<file path="src/rtl/mem1_pkg.sv">
// ----------------------------------------------------------------------------
// mem1_pkg
// Shared definitions for the mem1 (whitened-data RAM) port controller:
// block geometry constants and the controller state encoding.
// ----------------------------------------------------------------------------
package mem1_pkg;

    localparam int unsigned MEM1_DATA_W        = 32;
    localparam int unsigned MEM1_ADDR_W        = 14;
    localparam int unsigned MEM1_DEPTH         = 250;
    localparam int unsigned MEM1_RD_FIFO_DEPTH = 4;

    typedef enum logic [1:0] {
        StIdle  = 2'd0,
        StWrite = 2'd1,
        StRead  = 2'd2,
        StDone  = 2'd3
    } mem1_state_e;

endpackage

</file>
<file path="src/rtl/mem1_rd_fifo.sv">
// ----------------------------------------------------------------------------
// mem1_rd_fifo
// Small synchronous FIFO holding RAM read returns until the FastICA core
// accepts them. Flush empties it in one cycle and wins over push/pop.
//
// Ports:
//   clk      in   system clock
//   rst      in   asynchronous active-high reset
//   i_push   in   write i_wdata (ignored when full)
//   i_pop    in   drop head word (ignored when empty)
//   i_flush  in   discard all contents
//   i_wdata  in   word to push
//   o_count  out  number of stored words
//   o_head   out  oldest word, forced to 0 while empty
// ----------------------------------------------------------------------------
module mem1_rd_fifo #(
    parameter int unsigned DATA_W = 32,
    parameter int unsigned DEPTH  = 4
) (
    input  logic                   clk,
    input  logic                   rst,
    input  logic                   i_push,
    input  logic                   i_pop,
    input  logic                   i_flush,
    input  logic [DATA_W-1:0]      i_wdata,
    output logic [$clog2(DEPTH):0] o_count,
    output logic [DATA_W-1:0]      o_head
);

    localparam int unsigned PTR_W = $clog2(DEPTH);
    localparam int unsigned CNT_W = PTR_W + 1;

    logic [DATA_W-1:0] r_mem [DEPTH];
    logic [PTR_W-1:0]  r_wr_ptr;
    logic [PTR_W-1:0]  r_rd_ptr;
    logic [CNT_W-1:0]  r_count;
    logic              w_do_push;
    logic              w_do_pop;

    assign w_do_push = i_push & ~i_flush & (r_count != CNT_W'(DEPTH));
    assign w_do_pop  = i_pop  & ~i_flush & (r_count != '0);

    always_ff @(posedge clk or posedge rst) begin
        if (rst) begin
            r_wr_ptr <= '0;
            r_rd_ptr <= '0;
            r_count  <= '0;
        end else if (i_flush) begin
            r_wr_ptr <= '0;
            r_rd_ptr <= '0;
            r_count  <= '0;
        end else begin
            if (w_do_push) begin
                r_wr_ptr <= r_wr_ptr + PTR_W'(1);
            end
            if (w_do_pop) begin
                r_rd_ptr <= r_rd_ptr + PTR_W'(1);
            end
            if (w_do_push && !w_do_pop) begin
                r_count <= r_count + CNT_W'(1);
            end else if (!w_do_push && w_do_pop) begin
                r_count <= r_count - CNT_W'(1);
            end
        end
    end

    // Storage needs no reset: the head is masked while the FIFO is empty.
    always_ff @(posedge clk) begin
        if (w_do_push) begin
            r_mem[r_wr_ptr] <= i_wdata;
        end
    end

    assign o_count = r_count;
    assign o_head  = (r_count != '0) ? r_mem[r_rd_ptr] : '0;

endmodule

</file>
<file path="src/rtl/mem1_port_ctrl.sv">
// ----------------------------------------------------------------------------
// mem1_port_ctrl
// Responder-side port controller for the whitened-data RAM. Writes a block
// from the whitening stream, or reads a block back to FastICA through a
// credit-controlled return FIFO, under control of the main controller.
//
// Ports:
//   clk, rst                    clock, asynchronous active-high reset
//   go_ram1, rw, new_one        operation command / direction / restart
//   address_sel_mem1            block base address (sampled at start)
//   wr_valid, wr_data, wr_ready whitening sample stream in
//   rd_valid, rd_data, rd_ready FastICA sample stream out
//   mem_en, mem_we, mem_addr,   registered RAM command
//   mem_wdata
//   mem_rdata                   RAM read data, one cycle after a read command
//   busy, done                  status to the main controller
// ----------------------------------------------------------------------------
module mem1_port_ctrl
    import mem1_pkg::*;
#(
    parameter int unsigned DATA_W        = MEM1_DATA_W,
    parameter int unsigned ADDR_W        = MEM1_ADDR_W,
    parameter int unsigned DEPTH         = MEM1_DEPTH,
    parameter int unsigned RD_FIFO_DEPTH = MEM1_RD_FIFO_DEPTH
) (
    input  logic              clk,
    input  logic              rst,
    input  logic              go_ram1,
    input  logic              rw,
    input  logic              new_one,
    input  logic [ADDR_W-1:0] address_sel_mem1,
    input  logic              wr_valid,
    input  logic [DATA_W-1:0] wr_data,
    output logic              wr_ready,
    output logic              rd_valid,
    output logic [DATA_W-1:0] rd_data,
    input  logic              rd_ready,
    output logic              mem_en,
    output logic              mem_we,
    output logic [ADDR_W-1:0] mem_addr,
    output logic [DATA_W-1:0] mem_wdata,
    input  logic [DATA_W-1:0] mem_rdata,
    output logic              busy,
    output logic              done
);

    localparam int unsigned CNT_W  = $clog2(DEPTH + 1);
    localparam int unsigned FCNT_W = $clog2(RD_FIFO_DEPTH) + 1;
    localparam int unsigned OUT_W  = $clog2(RD_FIFO_DEPTH + 1);
    localparam int unsigned CRD_W  = FCNT_W + 1;

    mem1_state_e       r_state, w_state_d;
    logic [ADDR_W-1:0] r_base, w_base_d;
    logic [CNT_W-1:0]  r_offset, w_offset_d;
    logic [CNT_W-1:0]  r_pop_cnt, w_pop_cnt_d;
    logic [OUT_W-1:0]  r_outst, w_outst_d;
    logic              r_mem_en, w_mem_en_d;
    logic              r_mem_we, w_mem_we_d;
    logic [ADDR_W-1:0] r_mem_addr, w_mem_addr_d;
    logic [DATA_W-1:0] r_mem_wdata, w_mem_wdata_d;
    logic              r_ret_valid, w_ret_valid_d;

    logic [FCNT_W-1:0] w_fifo_count;
    logic [DATA_W-1:0] w_fifo_head;
    logic              w_busy;
    logic              w_cancel;
    logic              w_push;
    logic              w_pop;
    logic              w_flush;
    logic              w_issue;
    logic [CRD_W-1:0]  w_credit_used;
    logic [ADDR_W-1:0] w_cur_addr;

    assign w_busy     = (r_state == StWrite) || (r_state == StRead);
    // Abort or restart: every read still in flight must be dropped.
    assign w_cancel   = w_busy & (~go_ram1 | new_one);
    assign w_cur_addr = r_base + ADDR_W'(r_offset);
    assign w_pop      = (w_fifo_count != '0) & rd_ready;
    // A return is pushed only if it was not cancelled on its way back.
    assign w_push     = r_ret_valid & ~w_cancel;

    // FIFO slots already claimed after this edge's pop; an issue needs one spare.
    assign w_credit_used = CRD_W'(w_fifo_count) + CRD_W'(r_outst) - CRD_W'(w_pop);
    assign w_issue = (r_state == StRead) & ~w_cancel & (r_offset < CNT_W'(DEPTH))
                   & (w_credit_used < CRD_W'(RD_FIFO_DEPTH));

    assign w_ret_valid_d = r_mem_en & ~r_mem_we & ~w_cancel;

    always_comb begin
        w_state_d     = r_state;
        w_base_d      = r_base;
        w_offset_d    = r_offset;
        w_pop_cnt_d   = r_pop_cnt;
        w_outst_d     = r_outst;
        w_mem_en_d    = 1'b0;
        w_mem_we_d    = 1'b0;
        w_mem_addr_d  = r_mem_addr;
        w_mem_wdata_d = r_mem_wdata;
        w_flush       = 1'b0;
        unique case (r_state)
            StIdle: begin
                if (go_ram1) begin
                    w_base_d    = address_sel_mem1;
                    w_offset_d  = '0;
                    w_pop_cnt_d = '0;
                    w_outst_d   = '0;
                    w_state_d   = rw ? StWrite : StRead;
                end
            end
            StWrite: begin
                if (!go_ram1) begin
                    w_state_d = StIdle;
                    w_flush   = 1'b1;
                    w_outst_d = '0;
                end else if (new_one) begin
                    w_offset_d = '0;
                    w_flush    = 1'b1;
                end else if (wr_valid) begin
                    w_mem_en_d    = 1'b1;
                    w_mem_we_d    = 1'b1;
                    w_mem_addr_d  = w_cur_addr;
                    w_mem_wdata_d = wr_data;
                    w_offset_d    = r_offset + CNT_W'(1);
                    if (r_offset == CNT_W'(DEPTH - 1)) begin
                        w_state_d = StDone;
                    end
                end
            end
            StRead: begin
                if (!go_ram1) begin
                    w_state_d = StIdle;
                    w_flush   = 1'b1;
                    w_outst_d = '0;
                end else if (new_one) begin
                    w_offset_d  = '0;
                    w_pop_cnt_d = '0;
                    w_outst_d   = '0;
                    w_flush     = 1'b1;
                end else begin
                    if (w_issue) begin
                        w_mem_en_d   = 1'b1;
                        w_mem_addr_d = w_cur_addr;
                        w_offset_d   = r_offset + CNT_W'(1);
                    end
                    w_outst_d = r_outst + OUT_W'(w_issue) - OUT_W'(w_push);
                    if (w_pop) begin
                        w_pop_cnt_d = r_pop_cnt + CNT_W'(1);
                        if (r_pop_cnt == CNT_W'(DEPTH - 1)) begin
                            w_state_d = StDone;
                        end
                    end
                end
            end
            StDone: begin
                if (!go_ram1) begin
                    w_state_d = StIdle;
                end
            end
            default: begin
                w_state_d = StIdle;
            end
        endcase
    end

    always_ff @(posedge clk or posedge rst) begin
        if (rst) begin
            r_state <= StIdle;
        end else begin
            r_state <= w_state_d;
        end
    end

    always_ff @(posedge clk or posedge rst) begin
        if (rst) begin
            r_base      <= '0;
            r_offset    <= '0;
            r_pop_cnt   <= '0;
            r_outst     <= '0;
            r_mem_en    <= 1'b0;
            r_mem_we    <= 1'b0;
            r_mem_addr  <= '0;
            r_mem_wdata <= '0;
            r_ret_valid <= 1'b0;
        end else begin
            r_base      <= w_base_d;
            r_offset    <= w_offset_d;
            r_pop_cnt   <= w_pop_cnt_d;
            r_outst     <= w_outst_d;
            r_mem_en    <= w_mem_en_d;
            r_mem_we    <= w_mem_we_d;
            r_mem_addr  <= w_mem_addr_d;
            r_mem_wdata <= w_mem_wdata_d;
            r_ret_valid <= w_ret_valid_d;
        end
    end

    mem1_rd_fifo #(
        .DATA_W (DATA_W),
        .DEPTH  (RD_FIFO_DEPTH)
    ) u_rd_fifo (
        .clk     (clk),
        .rst     (rst),
        .i_push  (w_push),
        .i_pop   (w_pop),
        .i_flush (w_flush),
        .i_wdata (mem_rdata),
        .o_count (w_fifo_count),
        .o_head  (w_fifo_head)
    );

    assign wr_ready  = (r_state == StWrite);
    assign busy      = w_busy;
    assign done      = (r_state == StDone);
    assign rd_valid  = (w_fifo_count != '0);
    assign rd_data   = w_fifo_head;
    assign mem_en    = r_mem_en;
    assign mem_we    = r_mem_we;
    assign mem_addr  = r_mem_addr;
    assign mem_wdata = r_mem_wdata;

endmodule

</file>
<file path="config.mk">
export PLATFORM = sky130hd
export DESIGN_NAME = mem1_port_ctrl
export DESIGN_NICKNAME = d
export VERILOG_FILES = /design/src/rtl/mem1_pkg.sv /design/src/rtl/mem1_rd_fifo.sv /design/src/rtl/mem1_port_ctrl.sv
export SDC_FILE = /design/constraint.sdc
export NUM_CORES = 1
export LEC_CHECK = 0
export ABC_AREA = 0
export CAP_MARGIN = 0
export CELL_PAD_IN_SITES_DETAIL_PLACEMENT = 1
export CELL_PAD_IN_SITES_GLOBAL_PLACEMENT = 1
export CORE_MARGIN = 2
export CORE_UTILIZATION = 44
export CTS_BUF_LIST = sky130_fd_sc_hd__clkbuf_16
export DETAILED_ROUTE_END_ITERATION = 8
export GPL_TIMING_DRIVEN = 0
export PLACE_DENSITY = 0.89
export SLEW_MARGIN = 20
export SYNTH_ARGS = -nofsm -noshare
export SYNTH_HDL_FRONTEND = slang
export SYNTH_SLANG_ARGS = --single-unit
</file>
<file path="constraint.sdc">
create_clock -name clk -period 4.84 [get_ports clk]
set_input_delay 0.968 -clock clk [delete_from_list [all_inputs] [get_ports clk]]
set_output_delay 0.968 -clock clk [all_outputs]
set_load 0.02 [all_outputs]
</file>
==> results of run 1 <==
## path summary, 6_finish.rpt
check | from | end
worst min register to register | mem_we$_DFF_PP0_ | r_ret_valid$_DFF_PP0_
max in group asynchronous | rst | mem_addr[8]$_DFFE_PP0P_
worst max register to register | u_rd_fifo.o_count[0]$_DFFE_PP0P_ | r_outst[2]$_DFFE_PP0P_
min in group asynchronous | rst | mem_wdata[13]$_DFFE_PP0P_
worst min-delay path | mem_we$_DFF_PP0_ | r_ret_valid$_DFF_PP0_
worst max-delay path | rd_ready | r_outst[2]$_DFFE_PP0P_
## critical path, cell delays in order
cell             delay [ns]
clkdlybuf4s50_1        0.43
o31ai_2                0.17
inv_1                  0.20
ha_1                   0.23
inv_1                  0.05
ha_1                   0.23
and3b_1                0.17
o211ai_1               0.43
nand3_1                0.23
ha_1                   0.32
inv_1                  0.06
ha_1                   0.13
inv_1                  0.05
fa_1                   0.37
xor2_1                 0.18
o21ai_0                0.10
nand2_1                0.10
o21ai_0                0.08
## cells in the mapped netlist, types with 5 or more instances
master      n
nor2b_1    38
nand2_1    18
dfrtp_1    91
nor2_1     17
edfxtp_1  128
and3_1      7
o21ai_0    20
o22ai_1     5
clkbuf_1   12
xnor2_1     6
mux2_4      9
a21oi_1    10
inv_1      32
nand3_1     9
and2_1     10
xor2_1     13
nand4_1    10
ha_1       28
mux2_2     50
a211oi_1    9
mux4_2     32
## stage by stage
stage / instances / total power, mW
global route: 1124 / 7.50
global placement: 1075 / 5.25
CTS: 1124 / 7.23
floorplan: 627 / 4.18
detailed placement: 1080 / 5.36
finish: 1124 / 7.13
## logic make-up (layout without fill, tap and decap cells)
kind of cell,after synthesis,count (layout),synth area share (%)
buffers and inverters,51,268,2.19
DFF,219,219,63.0
AOI/OAI and AO/OA,78,78,6.04
and+or+nand+nor,135,135,7.92
adders and majority gates,31,31,4.22
muxes,94,94,14.9
xor gates and xnor gates,19,19,1.71
## power breakdown
group / switching [mW] / leakage, nW / internal, mW
combinational: 1.42 / 2.07 / 1.40
clock: 0.728 / 0.417 / 1.11
sequential: 0.202 / 2.31 / 2.27
## routing by layer
layer	global-route usage [%]	wire length, µm	vias up
met5	0	0	-
met4	3.09	408	0
met3	3.56	990	39
met2	35.9	11900	156
met1	24.6	9360	3054
li1	-	-	2781
## flip-flops by register name, indices dropped and copies added (netlist names), 2 cells and up
register,cells
mem_wdata,32
u_rd_fifo.o_count,3
u_rd_fifo.r_rd_ptr,2
r_pop_cnt,8
r_outst,3
mem_addr,14
r_offset,8
r_base,14
u_rd_fifo.r_mem,128
r_state,2
u_rd_fifo.r_wr_ptr,2
## final cells by class
class / count / area [µm²] / area share (%)
multi-input combinational: 357 / 3390 / 26.7
inverter: 32 / 125 / 0.986
buffer: 19 / 92.6 / 0.729
sequential: 219 / 6120 / 48.2
clock inverter: 20 / 199 / 1.57
clock buffer: 24 / 601 / 4.73
timing repair buffer: 173 / 1820 / 14.3
tap: 280 / 350 / 2.76
==> flow_metrics.tcl, run 1 <==
set metrics [dict create \
    syn_area_um2 9720 \
    ios 169 \
    period_minus_slack_ns 4.10 \
    grt_pass1_wl_um 36600 \
    synth_area_leader_cell "edfxtp_1" \
    synth-seq-cells 219 \
    mostFrequentLayoutCells "168 x clkdlybuf4s50_1, 128 x edfxtp_1, 91 x dfrtp_1" \
    setup_viol 0 \
    setup_slack_ns 0.737 \
    r2r_slack_ns 0.79 \
    crit_type "in2reg" \
    tightest_slew_ns 0.945 \
    drtAntennaViolNets 0 \
    synthToLayoutAreaGrowth_pct 30.7 \
    status "completed" \
    die_area_um2 23300 \
    cap_violations 0 \
    dp_hpwl_um 16300 \
    cts_tree "yes" \
    leakage_nw 4.80 \
    antenna_found_initial 0 \
    seq_area_frac_synth_pct 63.0 \
    cts_resized 0 \
    ys_top_cells_by_area "edfxtp_1 40%, dfrtp_1 23%, mux4_2 7.4%" \
    root_buffer "clkbuf_16" \
    drt_iter0_markers 270 \
    yosys_warnings 0 \
    numPortBuffers 168 \
    synth_nets 743 \
    nets 942 \
    cts_hold_buf 0 \
    die_x_um 153 \
    irDropWorstVdd_mv 0.394 \
    routed_wl_um 22600 \
    drive_above_1_share_pct 18.2 \
    hp-class "reg2reg" \
    place_area_um2 11900 \
    synth_top_flop_cell "edfxtp_1" \
    synth_cell_type_count 63 \
    cts.sinks 219 \
    synthDominantCellAreaShare_pct 39.6 \
    post_cts_buffers 0 \
    synth-async-reset-ratio_pct 41.6 \
    vias 6030 \
    hold_violations 0 \
    htree_levels 1 \
    synth_edf_count 128 \
    slew_viol_final 0 \
    drc_errors 0 \
    grt_start_max_net_pins 76 \
    endpoint_kind "flop" \
    die_h_um 153 \
    hold_slack_ns 0.434 \
    synth_cells 627 \
    maxSlewHeadroom_pct 36.3 \
    r2r_cells 17 \
    gp_congestion 0.784 \
    max_freq_mhz 244 \
    insertedDiodeCount 0 \
    wl_per_cell_um 20.1 \
    required_ns 5.24 \
    place_ws_ns 0.208 \
    final.period_utilization_pct 84.8 \
    cts_buffer_depth 3 \
    cts_made_buffers 24 \
    start_kind "input port" \
    first_pass_iters 6 \
    vias_per_cell 5.36 \
    gr-usage-all-layers_pct 19.6 \
    grt_pass1_vias 6638 \
    rsz0062_at_grt "false" \
    crit_fanout 5 \
    synth_area_per_cell_um2 15.5 \
    rows 54 \
    core_um2 21800 \
    cp.arrival_ns 4.50 \
    layout_commonest_cell "clkdlybuf4s50_1" \
    fin_util_pct 58.4 \
    start_util_pct 44.7 \
    final_area_um2 12700 \
    min_path_cells 1 \
    powerDensity_nw_per_um2 562 \
    grt-ovfl-total 0 \
    fillers 2060 \
    finalSetupTns_ns 0 \
    clk_latency_ns 0.52 \
    fin_skew_ns 0.00913 \
    clk_pin_slew_worst_paths_ns 0.06 \
]
Power figures use the tool's default switching activity.
==> run 2: changes to the inputs <==
- CORE_UTILIZATION: 44 -> 40
- PLACE_DENSITY: 0.89 -> 0.86
- clock period: 4.84 -> 3.3 ns (I/O delays scaled with it)
==> run 2 against run 1 <==
Via count up 1.1%; combinational power up 52%; non-clock buffer count up 8; worst hold slack better by 0.022 ns; sequential share of layout area down 0.77 points; sequential power up 49%; first-iteration DRC count down 3.0%; die area up 9.7%; clock skew up 0.023 ns; final cell count up 4.7%; worst setup slack worse by 0.66 ns; highest routed layer unchanged.
==> flow_metrics.tcl, run 2 (same netlist as run 1, synthesis figures left out) <==
set metrics [dict create \
    drc_errors 0 \
    regMostFlops "u_rd_fifo.r_mem" \
    die_area_um2 25600 \
    powerDensity_nw_per_um2 811 \
    cts_tree "yes" \
    grt-ovfl-total 0 \
    irDropWorstVdd_mv 0.573 \
    crit_fanout 5 \
    grt_start_max_net_pins 55 \
    wl_per_cell_um 19.5 \
    max_freq_mhz 311 \
    grt_pass1_vias 6751 \
    rsz0062_at_grt "true" \
    r2r_start "u_rd_fifo.o_count[2]$_DFFE_PP0P_" \
    setup_viol 0 \
    hold_slack_ns 0.457 \
    clk_latency_ns 0.53 \
    drtAntennaViolNets 0 \
    cp-startpoint "u_rd_fifo.o_count[2]$_DFFE_PP0P_" \
    cts_made_buffers 25 \
    slew_viol_final 0 \
    numPortBuffers 168 \
    cp.arrival_ns 3.67 \
    layout_commonest_cell "clkdlybuf4s50_1" \
    insertedDiodeCount 0 \
    routed_wl_um 23000 \
    dp_hpwl_um 16400 \
    status "completed" \
    drt_iter0_markers 262 \
    leakage_nw 4.84 \
    rows 57 \
    r2r_cells 15 \
    die_x_um 160 \
    core_um2 24100 \
    start_kind "flop" \
    vias 6095 \
    instances_no_fill 1177 \
    ios 169 \
    fin_skew_ns 0.0317 \
    nets 951 \
    cts.sinks 219 \
    path_cells "inv_2 -> ha_4 -> inv_2 -> ha_4 -> or3_4 -> a221oi_4 -> nand3_2 -> ha_4 -> inv_2 -> ha_4 -> inv_2 -> fa_2 -> xor2_2 -> nand4_1 -> o21ai_2" \
    cap_violations 0 \
    hp-class "reg2reg" \
    dp.cells 1124 \
    required_ns 3.75 \
    largest_register_ffs 128 \
    vias_per_cell 5.18 \
    first_pass_iters 4 \
    start_util_pct 40.3 \
    cp_top_family "adder cells" \
    synthToLayoutAreaGrowth_pct 32.9 \
    maxSlewHeadroom_pct 42.6 \
    path_buf_inv 4 \
    gp_congestion 0.797 \
    r2r_end "r_outst[2]$_DFFE_PP0P_" \
    die_h_um 160 \
    endpoint_kind "flop" \
    hold_violations 0 \
    gr-usage-all-layers_pct 18.0 \
    grt_pass1_wl_um 37000 \
    worst_path_max_delay_cell "dfrtp_2" \
    fin_util_pct 53.6 \
    cts_buffer_depth 3 \
    r2r_slack_ns 0.08 \
    mostFrequentLayoutCells "167 x clkdlybuf4s50_1, 128 x edfxtp_1, 87 x dfrtp_1" \
    root_buffer "clkbuf_16" \
    drive_above_1_share_pct 22.5 \
    final.period_utilization_pct 97.6 \
    min_path_cells 1 \
    cp.depth 15 \
    crit_path_end "r_outst[2]$_DFFE_PP0P_" \
    antenna_found_initial 0 \
    htree_levels 1 \
    finalSetupTns_ns 0 \
    tightest_slew_ns 0.852 \
    clk_pin_slew_worst_paths_ns 0.06 \
    max_stage_delay_ns 0.42 \
    period_minus_slack_ns 3.22 \
    crit_type "reg2reg" \
]
-- run 2: final cells by class --
cell class                      instances  area, µm²
Buffer                                 17        119
Clock buffer                           25        626
Clock inverter                         20        121
Fill cell                            2390      11200
Inverter                               32        125
Multi-Input combinational cell        357       3500
Sequential cell                       219       6130
Tap cell                              324        405
Timing Repair Buffer                  183       1890
-- run 2: report_power, final --
group	switching, mW	leakage [nW]	total [mW]	internal [mW]
clock network	1.07	0.382	2.52	1.45
registers	0.341	2.31	3.68	3.34
logic	2.10	2.15	4.28	2.18
-- run 2: worst min path at each step --
stage	from	endpoint	slack, ns
2_1_floorplan	r_outst[2]$_DFFE_PP0P_	r_outst[2]$_DFFE_PP0P_	0.46
3_3_place_gp	mem_we$_DFF_PP0_	r_ret_valid$_DFF_PP0_	0.47
3_5_place_dp	mem_we$_DFF_PP0_	r_ret_valid$_DFF_PP0_	0.47
4_1_cts	mem_we$_DFF_PP0_	r_ret_valid$_DFF_PP0_	0.48
5_1_grt	mem_we$_DFF_PP0_	r_ret_valid$_DFF_PP0_	0.48
6_report	mem_we$_DFF_PP0_	r_ret_valid$_DFF_PP0_	0.46
-- run 2: per-layer routing --
layer | up-vias | global-route usage (%) | part of all wire [%]
met5 | - | 0 | 0
met1 | 3088 | 23.1 | 42
met3 | 33 | 3.38 | 5.8
met4 | 0 | 3.77 | 1.6
li1 | 2782 | - | -
met2 | 192 | 31.9 | 50
-- run 2: metrics by stage --
step	setup WS, ns	area, µm²	total power [mW]
floorplan	0.00791	9730	6.13
CTS	-0.0116	12800	10.5
finish	0.0801	12900	10.5
global placement	-1.36	11800	7.70
detailed placement	-0.986	12000	7.86
global route	-0.0785	12900	11.0
-- run 2: repair_timing --
item,in CTS,in global routing
hold buffers,0,0
gates resized for setup,18,28
pin swaps,4,10
setup buffers,7,3
setup endpoints to repair,34,30
==> variant 1, RTL diff (config.mk and constraints of run 2) <==
The package constant `MEM1_DEPTH` goes from 250 to 125.
--- a/src/rtl/mem1_pkg.sv
+++ b/src/rtl/mem1_pkg.sv
@@ -8,5 +8,5 @@
     localparam int unsigned MEM1_DATA_W        = 32;
     localparam int unsigned MEM1_ADDR_W        = 14;
-    localparam int unsigned MEM1_DEPTH         = 250;
+    localparam int unsigned MEM1_DEPTH         = 125;
     localparam int unsigned MEM1_RD_FIFO_DEPTH = 4;
 
Formal check against the unedited RTL: no difference found for any inputs over 4 cycles, from zero or initial values and one cycle with rst high; that may be too few to reach the edited logic, so the function may still have changed.
==> variant 1 against run 2 <==
The run now ends with setup timing left; synthesized area is 3.1% lower; cell count down 1.5%; sequential share of layout area increased by 0.49 points; wire length fell by 3.9%; die area shrank 3.1%; worst setup slack got worse by 0.10 ns; cell area shrank 1.9%; via count shrank 4.3%; sequential cell count down 2; total power down 1.1%; first-iteration DRC count decreased by 0.76%; combinational power is 6.1% lower; critical path type unchanged; critical endpoint is now r_outst[1]; largest cell class unchanged; highest routed layer unchanged.
==> variant 1: results (changes against run 2) <==
Pwr
  – Sequential power: 0.00359 W (-2%)
  – Leak: 4.79 nW (-0.95%)
  – Worst vdd ir: 0.000567 V (-1.2%)

Placed design
  – Pre-CTS WS: -0.604 ns (+0.382 ns)
  – GPL Wtd Cong: 0.806 (+1.2%)
  – Buffers on Ports: 167 (-0.60%)
  – Detailed Place HPWL: 15.6 mm (-5.2%)

Synth
  – Ranking of synthesized cells by instance count: edfxtp_1 (128), dfrtp_1 (89), mux2_2 (53)
  – Syn avg cell area: 15.3 um2 (-1.1%)
  – Fraction of registers with async set/reset: 41.0% (-0.54 points)
  – Syn_nets: 729 (-1.9%)
  – Top post-synthesis cells by area: edfxtp_1 (41%), dfrtp_1 (24%), mux4_2 (7.7%)

Status
  – Status: finished with violations
  – Failing checks: setup timing

Global route
  – Tot GR Track Use: 17.9% (-0.041 points)
  – Global-route wire length before repair: 34.6 mm (-6.6%)
  – Largest net degree at the start of global routing: 56 (+1.8%)

STA
  – Final setup fails: 2 (+2)
  – Tightest Pin Transition: 0.814 ns (-0.0371 ns)
  – Setup ws final: -0.0219 ns (-0.102 ns)
  – Setup_tns: -0.0319 ns (-0.0319 ns)

Clock network
  – Clock latency on the worst-skew pair: 0.51 ns (-0.02 ns)

Route
  – Post-DR wirelength/cell: 19.0 um (-2.4%)

Setup path
  – FF-to-FF End: r_outst[1]
  – Max FO, Critical Path: 2 (-3)
  – R2r startpoint: u_rd_fifo.o_count[1]
  – Crit-path slowest cell: fa_2

Final layout
  – Nets: 937 (-1.5%)
[variant 1: changes by cell type in the layout (fill, tap and decap cells not counted), sizes merged, moves of 4 or more]
cell	change
a211oi	-4
and2	+30
and3	-5
buf	+5
mux2	-6
nand2	+11
nor2	+4
nor2b	-32
xnor2	+5
[variant 1: worst max path at each step]
| stage | end | cells after the start | from | slack, ns |
|---|---|---|---|---|
| floorplan | r_outst[2] | 20 | u_rd_fifo.o_count[2] | 0.00009 |
| global placement | u_rd_fifo.r_rd_ptr[0] | 2 | rst | -1.23 |
| detailed placement | r_outst[2] | 19 | rd_ready | -0.60 |
| CTS | r_outst[2] | 20 | u_rd_fifo.o_count[1] | -0.04 |
| global route | r_outst[1] | 19 | u_rd_fifo.o_count[1] | -0.16 |
| finish | r_outst[1] | 19 | u_rd_fifo.o_count[1] | -0.02 |
[variant 1: routing by layer]
layer  GRT usage (%)  vias up  part of all wire (%)
met2            32.6      163                    52
met4            4.16        0                   1.8
li1                -     2682                     -
met3            3.39       37                   4.9
met5               0        -                     0
met1            22.1     2951                    41
[variant 1: timing repair]
item                       CTS  global route
buffers inserted             8             3
pin swaps                    8             6
setup endpoints to repair   31            31
resized for setup           12            13
[variant 1: layout make-up]
type / count / area share [%]
plain buffers: 22 / 1.07
clock buffers: 25 / 4.94
clock inverters: 19 / 1.57
inverters: 32 / 1.03
multi-input cells: 342 / 25.4
flip-flops and latches: 217 / 47.9
well taps: 319 / 3.15
repair buffers: 183 / 14.9
[variant 1: logic make-up (layout without fill, tap and decap cells)]
group	count (synthesis)	in the layout	synth area share [%]
AND/OR/NAND/NOR	139	139	7.94
flip-flops	217	217	64.5
buffers and inverters	55	281	2.35
multiplexers	90	90	14.5
XOR/XNOR	23	23	2.14
adder cells (fa/ha/maj)	30	30	4.23
AO/OA/AOI/OAI	60	60	4.29
==> variant 2, RTL diff (config.mk and constraints of run 2) <==
Made on the original files. Take the reset off `r_mem_wdata` and load it in a clocked block of its own.
--- a/src/rtl/mem1_port_ctrl.sv
+++ b/src/rtl/mem1_port_ctrl.sv
@@ -180,5 +180,4 @@
             r_mem_we    <= 1'b0;
             r_mem_addr  <= '0;
-            r_mem_wdata <= '0;
             r_ret_valid <= 1'b0;
         end else begin
@@ -190,7 +189,10 @@
             r_mem_we    <= w_mem_we_d;
             r_mem_addr  <= w_mem_addr_d;
-            r_mem_wdata <= w_mem_wdata_d;
             r_ret_valid <= w_ret_valid_d;
         end
+    end
+
+    always_ff @(posedge clk) begin
+        r_mem_wdata <= w_mem_wdata_d;
     end
 
Formal check against the unedited RTL: differs if rst is asserted again (counterexample within 4 cycles, from zero or initial values and one cycle with rst high); with rst held inactive, the same outputs for 4 cycles.
==> variant 2 against run 2 <==
Count of clock-buffer cells in the layout did not move; wire length grew 1.1%; sequential power fell by 6.3%; register-to-register slack improved by 0.06 ns; cell area up 0.63%; fmax is 0.13% higher; total power fell by 5.5%; sequential cell count unchanged; die area is 1.2% lower; worst hold slack better by 0.016 ns; worst setup slack improved by 0.0041 ns; synthesized area shrank 1.2%; core utilization increased by 1.6 points; synthesized cell count down 2.9%.
==> variant 2: results (changes against run 2) <==
Synth
  – Top post-synthesis cells by area: edfxtp_1 (50%), dfrtp_1 (15%), mux4_2 (7.5%)
  – Number of flops mapped to enable cells by yosys: 160 (+25%)
  – Sequential fraction of the synthesis area: 65.4% (+2.4 points)
  – Fraction of registers with async set/reset: 26.9% (-15 points)
  – Ranking of synthesized cells by instance count: edfxtp_1 (160), dfrtp_1 (59), nor2b_1 (38)

Placed design
  – Buffers on Ports: 167 (-0.60%)
  – Detailed Place HPWL: 15.9 mm (-3.4%)
  – GPL Wtd Cong: 0.803 (+0.73%)

Clock network
  – Postcts setup bufs: 16 (+9)

Route
  – Iter 0 DRT Violations: 267 (+1.9%)
  – Via-to-Cell Ratio: 5.19 (+0.29%)

Global route
  – Vias in the first global route: 6596 (-2.3%)
  – Global-route wire length before repair: 37.3 mm (+0.84%)
  – Tot GR Track Use: 18.5% (+0.54 points)

Setup path
  – Reg-to-reg slack, setup: 0.14 ns (+0.06 ns)
  – Worst setup path start: u_rd_fifo.o_count[0]
  – CP max stage delay: 0.56 ns (+0.14 ns)
  – Crit-path slowest cell: clkdlybuf4s50_1
  – Max FO, Critical Path: 10 (+5)
  – Worst R2R Path Depth: 16 (+1)

Pwr
  – Worst vdd ir: 0.000424 V (-26%)

STA
  – Skew final: 0.0126 ns (-0.0191 ns)

Final layout
  – Nets: 940 (-1.2%)
  – Share of cells above drive strength 1: 21.4% (-1.2 points)

Status
  – Status: finished, final reports clean
## variant 2: cell count changes in the layout (fill, tap and decap cells not counted), sizes merged, moves of 5 or more
cell	run 2	this run
dfrtp	91	59
bufinv	1	6
nor2	18	23
mux2	59	28
o22ai	5	0
edfxtp	128	160
a21o	1	6
buf	22	31
o211ai	2	15
o21ai	22	12
## variant 2: worst min-delay path by stage
stage / to / slack (ns) / cells past startpoint
2_1_floorplan: r_outst[2] / 0.46 / 1
3_3_place_gp: r_ret_valid / 0.48 / 1
3_5_place_dp: r_ret_valid / 0.46 / 1
4_1_cts: r_state[0] / 0.47 / 3
5_1_grt: r_state[0] / 0.48 / 3
6_report: r_ret_valid / 0.47 / 1
## variant 2: per-layer routing
layer  wire (um)  track usage [%]  vias to the layer above
met5           0                0                        -
met4         353             3.64                        0
met3        1350             3.76                       28
met2       11900             33.0                      177
met1        9590             23.5                     3063
li1            -                -                     2767
## variant 2: layout make-up
| cell class | count | area [um2] |
|---|---|---|
| plain buffers | 16 | 125 |
| clock buffers | 25 | 626 |
| clock inverters | 21 | 270 |
| fillers | 2317 | 10600 |
| inverters | 33 | 126 |
| multi-input cells | 339 | 3250 |
| flip-flops and latches | 219 | 6290 |
| well taps | 319 | 399 |
| repair buffers | 190 | 1910 |
## variant 2: power by group
group	leakage, nW	internal [W]	total, W	switching [W]
combinational	2.11	0.00171	0.00346	0.00174
clock	0.438	0.00186	0.00299	0.00113
sequential	2.19	0.00320	0.00345	0.000246
## variant 2: cells by family after synthesis
family | after synthesis | share of synthesized area [%]
adders and majority gates | 31 | 4.28
AOI/OAI and AO/OA | 75 | 5.96
xor gates and xnor gates | 16 | 1.46
DFF | 219 | 65.4
muxes | 67 | 11.8
buffers and inverters | 51 | 2.32
and+or+nand+nor | 150 | 8.72
## variant 2: metrics by stage
step                total power, W  hold WS [ns]  instance area (um2)  worst slack (ns)  std cells
floorplan                  0.00540         0.457                 9620            0.0546        609
global placement           0.00655         0.477                11700            -0.873       1095
detailed placement         0.00666         0.460                11800            -0.953       1100
CTS                        0.00992         0.467                12900           0.00474       1161
global route                0.0104         0.484                13000           -0.0308       1162
finish                     0.00989         0.473                13000            0.0842       1162
## variant 2: worst register-to-register path, cell delays in order (launching register included)
cell and delay, ns:
dfrtp_2 0.43, inv_2 0.07, ha_4 0.26, inv_2 0.04, ha_4 0.25, or3_4 0.37, a22oi_2 0.24, nand4b_4 0.16
ha_4 0.23, inv_1 0.05, ha_1 0.13, inv_1 0.05, fa_2 0.34, xor2_2 0.17, o21ai_1 0.09, nand2_1 0.10
o21ai_1 0.06
